### config.mk
export PLATFORM = sky130hd
export DESIGN_NAME = matmul_ctrl
export DESIGN_NICKNAME = d
export VERILOG_FILES = /design/src/rtl/matmul_ctrl.sv
export SDC_FILE = /design/constraint.sdc
export NUM_CORES = 1
export LEC_CHECK = 0
export CORE_MARGIN = 2
export CORE_UTILIZATION = 36
export DETAILED_ROUTE_END_ITERATION = 7
export MAX_ROUTING_LAYER = met4
export PLACE_DENSITY = 0.87
export REMOVE_ABC_BUFFERS = 1
export SYNTH_ARGS = -nofsm -noshare
export SYNTH_HDL_FRONTEND = slang
export SYNTH_SLANG_ARGS = --single-unit
### constraint.sdc
create_clock -name clk -period 5.4 [get_ports clk]
set_clock_uncertainty 0.1 [all_clocks]
set_input_delay 1.08 -clock clk [delete_from_list [all_inputs] [get_ports clk]]
set_output_delay 1.08 -clock clk [all_outputs]
set_load 0.01 [all_outputs]
### src/rtl/matmul_ctrl.sv
// Sequencer for C = A x B on N x N signed 8-bit matrices through one shared MAC.
// Walks elements row-major: CLEAR, N operand fetches, one drain cycle, then WRITE.
module matmul_ctrl #(
   parameter int N      = 3,
   parameter int ADDR_W = 6
) (
   input  logic              clk,
   input  logic              rst_n,
   input  logic              start,
   output logic              busy,
   output logic              done,
   output logic [ADDR_W-1:0] a_addr,
   output logic [ADDR_W-1:0] b_addr,
   input  logic [7:0]        a_rdata,
   input  logic [7:0]        b_rdata,
   output logic              macc_clear,
   output logic [7:0]        mac_a,
   output logic [7:0]        mac_b,
   input  logic [18:0]       mac_out,
   output logic [ADDR_W-1:0] c_addr,
   output logic [18:0]       c_wdata,
   output logic              c_we
);

   // state   | meaning
   // IDLE    | waiting for start
   // CLEAR   | zero the MAC accumulator for the next element
   // FETCH   | issue A/B read addresses for k = 0..N-1
   // DRAIN   | last operand pair enters the MAC
   // WRITE   | store mac_out to C[i][j], advance j/i

   localparam int CW = (N > 1) ? $clog2(N) : 1;
   localparam logic [CW-1:0] LAST = CW'(N - 1);

   typedef enum logic [2:0] {
      S_IDLE,
      S_CLEAR,
      S_FETCH,
      S_DRAIN,
      S_WRITE
   } state_t;

   state_t        state, state_nxt;
   logic [CW-1:0] i_q, j_q, k_q;
   logic [CW-1:0] i_nxt, j_nxt, k_nxt;
   logic          done_nxt;
   logic          rd_valid;

   function automatic logic [ADDR_W-1:0] lin(input logic [CW-1:0] row, input logic [CW-1:0] col);
      return ADDR_W'(row) * ADDR_W'(N) + ADDR_W'(col);
   endfunction

   always_ff @(posedge clk or negedge rst_n) begin
      if (!rst_n) begin
         state    <= S_IDLE;
         i_q      <= '0;
         j_q      <= '0;
         k_q      <= '0;
         rd_valid <= 1'b0;
         done     <= 1'b0;
      end else begin
         state    <= state_nxt;
         i_q      <= i_nxt;
         j_q      <= j_nxt;
         k_q      <= k_nxt;
         rd_valid <= (state == S_FETCH);
         done     <= done_nxt;
      end
   end

   always_comb begin
      state_nxt = state;
      i_nxt     = i_q;
      j_nxt     = j_q;
      k_nxt     = k_q;
      done_nxt  = 1'b0;
      case (state)
         S_IDLE: begin
            if (start) begin
               state_nxt = S_CLEAR;
               i_nxt     = '0;
               j_nxt     = '0;
               k_nxt     = '0;
            end
         end
         S_CLEAR: begin
            k_nxt     = '0;
            state_nxt = S_FETCH;
         end
         S_FETCH: begin
            if (k_q == LAST) begin
               k_nxt     = '0;
               state_nxt = S_DRAIN;
            end else begin
               k_nxt = k_q + 1'b1;
            end
         end
         S_DRAIN: state_nxt = S_WRITE;
         S_WRITE: begin
            state_nxt = S_CLEAR;
            if (j_q == LAST) begin
               j_nxt = '0;
               if (i_q == LAST) begin
                  i_nxt     = '0;
                  state_nxt = S_IDLE;
                  done_nxt  = 1'b1;
               end else begin
                  i_nxt = i_q + 1'b1;
               end
            end else begin
               j_nxt = j_q + 1'b1;
            end
         end
         default: state_nxt = S_IDLE;
      endcase
   end

   // Zero operands outside the data-valid window so the MAC simply holds.
   always_comb begin
      busy       = (state != S_IDLE);
      macc_clear = (state == S_CLEAR);
      c_we       = (state == S_WRITE);
      a_addr     = '0;
      b_addr     = '0;
      c_addr     = '0;
      c_wdata    = '0;
      mac_a      = rd_valid ? a_rdata : 8'd0;
      mac_b      = rd_valid ? b_rdata : 8'd0;
      if (state == S_FETCH) begin
         a_addr = lin(i_q, k_q);
         b_addr = lin(k_q, j_q);
      end
      if (state == S_WRITE) begin
         c_addr  = lin(i_q, j_q);
         c_wdata = mac_out;
      end
   end

endmodule
==> results of run 1 <==
==> metal layers <==
layer  vias to the layer above  GRT usage (%)
met4                         0           3.65
met1                       539           19.0
met2                        82           28.7
met5                         -              -
li1                        612              -
met3                         4           5.38
==> kinds of logic (layout without fill, tap and decap cells) <==
group / after synthesis / after routing / synth area share, %
XOR/XNOR: 3 / 3 / 2.19
buffers and inverters: 24 / 108 / 11.8
other: 1 / 4 / 0.312
AND/OR/NAND/NOR: 65 / 65 / 31.2
AO/OA/AOI/OAI: 16 / 16 / 9.47
adder cells (fa/ha/maj): 18 / 18 / 21.2
multiplexers: 1 / 1 / 0.936
flip-flops: 11 / 11 / 22.9
==> cell type report <==
type / instances / area share (%)
clock buffer: 4 / 1.24
inverter: 14 / 2.73
timing repair buffer: 90 / 42.7
sequential: 11 / 13.0
multi-input combinational: 107 / 37.7
tap: 44 / 2.61
==> worst max-delay path, cell delays in order, from the launching register on <==
cell,delay [ps]
dfrtp_1,450
fa_1,560
ha_1,140
inv_1,40
fa_1,430
nor2_1,110
clkdlybuf4s50_1,540
==> cells in the final DEF, fill, tap and decap left out, drive strengths merged, types with 3 or more instances in the layout <==
cell type       n
fa              4
clkbuf          4
and3            3
ha             14
clkdlybuf4s50  90
and2           39
dfrtp          11
inv            13
o21ai           3
conb            4
nor2           10
nand2           4
a22o            5
a21oi           4
==> metrics by stage <==
| step | power [mW] | instances | utilization (%) | setup slack, ps | cell area, um^2 |
|---|---|---|---|---|---|
| after floorplan | 0.0856 | 132 | - | 2480 | 1130 |
| after global placement | 0.112 | 266 | 67.2 | 1970 | 2090 |
| after detailed placement | 0.113 | 266 | 67.2 | 1950 | 2090 |
| after CTS | 0.169 | 270 | 68.1 | 1660 | 2110 |
| after global routing | 0.177 | 270 | 68.1 | 1520 | 2110 |
| final | 0.167 | 270 | 68.1 | 1670 | 2110 |
==> report_power, final <==
| group | leakage [nW] | switching, mW | internal [mW] | total (mW) |
|---|---|---|---|---|
| Combinational | 0.751 | 0.00557 | 0.0232 | 0.0288 |
| Clock | 0.0150 | 0.0269 | 0.0286 | 0.0555 |
| Sequential | 0.139 | 0 | 0.0823 | 0.0823 |
==> sequential cells by signal (all words and copies together) (netlist names) <==
name and flops:
done 1, i_q 2, j_q 2, k_q 2
rd_valid 1, state 3
==> path summary, 6_finish.rpt <==
check | startpoint | end | slack (ps) | cells after the start
setup / recovery | j_q[1]$_DFFE_PN0P_ | b_addr[2] | 1670 | 6
hold / removal | state[2]$_DFFE_PN0P_ | state[1]$_DFFE_PN0P_ | 450 | 1
setup reg to reg | state[1]$_DFFE_PN0P_ | i_q[1]$_DFFE_PN0P_ | 3820 | 3
hold reg to reg | state[2]$_DFFE_PN0P_ | state[1]$_DFFE_PN0P_ | 450 | 1
max in group asynchronous | rst_n | i_q[1]$_DFFE_PN0P_ | 3810 | 1
min in group asynchronous | rst_n | j_q[0]$_DFFE_PN0P_ | 1050 | 1
==> results.md, run 1 <==
* First-pass GRT wire length at 4670 um
* Grt ovf at 0
* CTS Buf Count at 3
* Sequential cell area at 275 um^2
* Relative slew slack at 65.7%
* Post-synth ARST share at 100%
* Critical Path RT at 4220 ps
* Setup Fix Bufs, Post-CTS at 0
* Status: completed
* Filler cell count at 268
* GPL Wtd Cong at 0.805
* Cell with the most instances after synthesis: and2_1
* Area share of the largest cell type after synthesis at 22.9%
* Clock sink count at 11
* Metal1 wirelength at 1250 um
* Startpoint types: flip-flop
* I/O Buffers at 90
* Total global-route track usage at 16.7%
* Min Hold Slack at 455 ps
* Yosys top cell by area: dfrtp_1
* Power Density at 78.9 nW/um^2
* DR top layer: met4
* Top cells by area, synth: dfrtp_1 (23%), and2_1 (20%), ha_1 (15%), fa_1 (6.7%), inv_1 (4.1%)
* Avg Inst Size Synth at 8.65 um^2
* Post-CTS Resized at 0
* Drt pass-1 iters at 4
* Initial drt markers at 9
* Die height at 61.8 um
* Largest net degree at the start of global routing at 25
* Core Box Area at 3100 um^2
* Starting density of the core at 38.7%
* Maximum clock path buffer count at 2
* Hpwl dp at 2580 um
* Register area share after synthesis at 22.9%
* H-tree Lvls at 1
* Wirelength per Cell at 11.2 um
* Clock latency on the worst-skew pair at 270 ps
* Top cells by count, synth: and2_1 (39), ha_1 (14), inv_1 (13), dfrtp_1 (11), nor2_1 (10)
* TritonCTS clock tree: done
* Clk pin slew, worst setup/hold paths at 70 ps
* Rows at 20
* Antenna cells at 0
* Hold/Removal Path Class: reg -> reg
* CTS hold repair buffers at 0
* CP endpoint kind: output pin
* Root buf cell: clkbuf_4
* Final min period at 3730 ps
* Nets at 283
* DR WL met2 at 1360 um
* Gate Count Post-Synth at 139
* ANT nets after route at 0
* RSZ-0062 raised after global routing: false
* Yosys warning total at 0
* Area grow syn2layout at 75.7%
* Synth Register Bits at 11
* Ratio of cells with drive above 1 in the final layout at 2.65%
* Kind of critical path: reg -> out
* Met3 wire length at 389 um
* Max Clock Freq at 268 MHz
* CP Data Arrival Time at 2550 ps
* Max-slew violations at 0
* Drt total wl at 3020 um
* EDFF count, synth at 0
* # setup viols final at 0
* Post-Syn Area at 1200 um^2
* Die outline width at 61.8 um
* DRC at 0
* Initial antenna violation count at 0
* Max-cap violations at 0
* Die Area at 3820 um^2
* Synth Flop Type: dfrtp_1
* Number of global-route vias before repair at 1133
* TNS Setup at 0 ps
* Worst-path fanout max at 6
* Period utilization at 69.0%
* Vias at 1237
* Area of the multi-input gates at 797 um^2
* DR vias/cell at 4.58
* Slew at the pin closest to its max-slew limit at 513 ps
* Leak pwr at 0.905 nW
* # IOs at 95
* Synth unique cells at 30
* VDD IR max at 0.0717 mV
* Final hold vios at 0
No activity file was read; power rests on OpenSTA's default activity.
==> run 2, diff against run 1 <==
--- a/config.mk
+++ b/config.mk
@@ -6,10 +6,10 @@
 export NUM_CORES = 1
 export LEC_CHECK = 0
 export CORE_MARGIN = 2
-export CORE_UTILIZATION = 36
+export CORE_UTILIZATION = 30
 export DETAILED_ROUTE_END_ITERATION = 7
 export MAX_ROUTING_LAYER = met4
-export PLACE_DENSITY = 0.87
+export PLACE_DENSITY = 0.77
 export REMOVE_ABC_BUFFERS = 1
 export SYNTH_ARGS = -nofsm -noshare
 export SYNTH_HDL_FRONTEND = slang
==> constraint.sdc (replaced) <==
create_clock -name clk -period 3.1 [get_ports clk]
set_clock_uncertainty 0.1 [all_clocks]
set_input_delay 0.62 -clock clk [delete_from_list [all_inputs] [get_ports clk]]
set_output_delay 0.62 -clock clk [all_outputs]
set_load 0.01 [all_outputs]
==> results.md, run 2 (same netlist as run 1, synthesis figures left out) <==
* Non-Filler Instances at 281
* H-tree Lvls at 1
* Hpwl dp at 2570 um
* I/O Buffers at 90
* TritonCTS clock tree: done
* Largest net degree at the start of global routing at 25
* Critical Path RT at 2380 ps
* Max reg flops at 3
* ANT nets after route at 0
* CTS hold repair buffers at 0
* Status: completed
* Startpoint types: flip-flop
* # setup viols final at 0
* Grt ovf at 0
* GPL Wtd Cong at 0.777
* Die Area at 4530 um^2
* Worst R2R Setup Slack at 1580 ps
* Hold/Removal Path Class: reg -> reg
* Wirelength per Cell at 10.9 um
* Max-cap violations at 0
* Met3 usage at 6.17%
* Relative slew slack at 66.1%
* Worst-path fanout max at 6
* Final min period at 2940 ps
* Root buf cell: clkbuf_8
* Antenna cells at 0
* Clock latency on the worst-skew pair at 240 ps
* Initial drt markers at 8
* CP Data Arrival Time at 2220 ps
* Maximum clock path buffer count at 2
* CP max-delay cell: fa_1
* Power Density at 155 nW/um^2
* Total Power at 0.339 mW
* Commonest non-fill, non-tap cell in the layout: clkdlybuf4s50_1
* RSZ-0062 raised after global routing: false
* Core Box Area at 3910 um^2
* GR peak layer: met2
* Leak pwr at 1.02 nW
* Top cell by count, worst path: fa_1
* DR vias/cell at 4.44
* DRC at 0
* Period utilization at 94.9%
* CP endpoint kind: output pin
* Die height at 67.3 um
* Drt pass-1 iters at 4
* Clk pin slew, worst setup/hold paths at 50 ps
* CTS Buf Count at 3
* Grt met2 use at 24.5%
* Drt total wl at 3070 um
* Area grow syn2layout at 82.1%
* GR Util met1 at 16.4%
* Final hold vios at 0
* Cell Chain, Critical Path: fa_1, ha_1, inv_1, fa_1, nor2_1, dlygate4sd2_1
* Nets at 288
* First-pass GRT wire length at 4950 um
* Clock sink count at 11
* Slew at the pin closest to its max-slew limit at 507 ps
* # IOs at 95
* Max-slew violations at 0
* Vias at 1247
* Placed insts at 276
* Rows at 23
* Die outline width at 67.3 um
* Max Clock Freq at 340 MHz
* Total global-route track usage at 14.6%
* Initial antenna violation count at 0
* Kind of critical path: reg -> out
* TNS Setup at 0 ps
* Largest reg by FF count: state
* Number of global-route vias before repair at 1178
* Max incr delay on CP at 560 ps
* Starting density of the core at 30.7%
* VDD IR max at 0.119 mV
* Filler cell count at 368
* Ratio of cells with drive above 1 in the final layout at 5.63%
* Most frequent cells in the layout: clkdlybuf4s50_1 (83), and2_1 (39), ha_1 (14)
-- run 2: changes by cell type in the layout (fill, tap and decap cells not counted), moves of 2 or more --
cell	before	now
clkdlybuf4s50_1	90	83
buf_4	0	5
dlymetal6s2s_1	0	5
clkbuf_4	3	0
clkbuf_8	0	3
dlygate4sd2_1	0	2
-- run 2: per-stage QoR --
step	worst slack, ps	area, um^2	utilization, %	hold slack, ps
2_1_floorplan	639	1130	-	224
3_3_place_gp	159	2120	54.3	416
3_5_place_dp	99.2	2120	54.3	435
4_1_cts	24.3	2170	55.6	445
5_1_grt	5.32	2190	55.9	496
6_report	158	2190	55.9	446
-- run 2: critical path: cells and delay by family, from the launching register on --
kind,cells,cell delay [ps]
fa+ha+maj,3,1170
flops,1,450
simple gates,1,40
buf+inv,2,330
-- run 2: metal layers --
metal | share of wire, % | vias up
met5 | 0 | -
met2 | 45 | 83
met3 | 15 | 2
li1 | - | 619
met4 | 0.55 | 0
met1 | 40 | 543
-- run 2: layout make-up --
class	count	area, um^2	area share (%)
well taps	50	62.6	2.86
inverters	14	57.6	2.63
flip-flops and latches	11	277	12.6
repair buffers	95	948	43.3
clock buffers	4	45.0	2.06
multi-input cells	107	800	36.5
-- run 2: repair_timing --
item	in CTS	in global routing
endpoints found under the setup margin	4	6
pin swaps	0	0
setup buffers	1	0
gates resized for setup	3	6
-- run 2: path summary, 6_finish.rpt --
kind	cells after the start	to	startpoint
worst max-delay path	6	b_addr[2]	j_q[1]$_DFFE_PN0P_
worst min-delay path	1	state[1]$_DFFE_PN0P_	state[2]$_DFFE_PN0P_
worst max register to register	3	i_q[1]$_DFFE_PN0P_	state[0]$_DFFE_PN0P_
worst min register to register	1	state[1]$_DFFE_PN0P_	state[2]$_DFFE_PN0P_
max in group asynchronous	1	j_q[1]$_DFFE_PN0P_	rst_n
min in group asynchronous	1	state[2]$_DFFE_PN0P_	rst_n
-- run 2: power breakdown --
part / total, mW / internal (mW) / switching [mW]
registers: 0.144 / 0.144 / 0
logic: 0.0500 / 0.0404 / 0.00960
clock network: 0.145 / 0.0903 / 0.0545
total: 0.339 / 0.275 / 0.0641
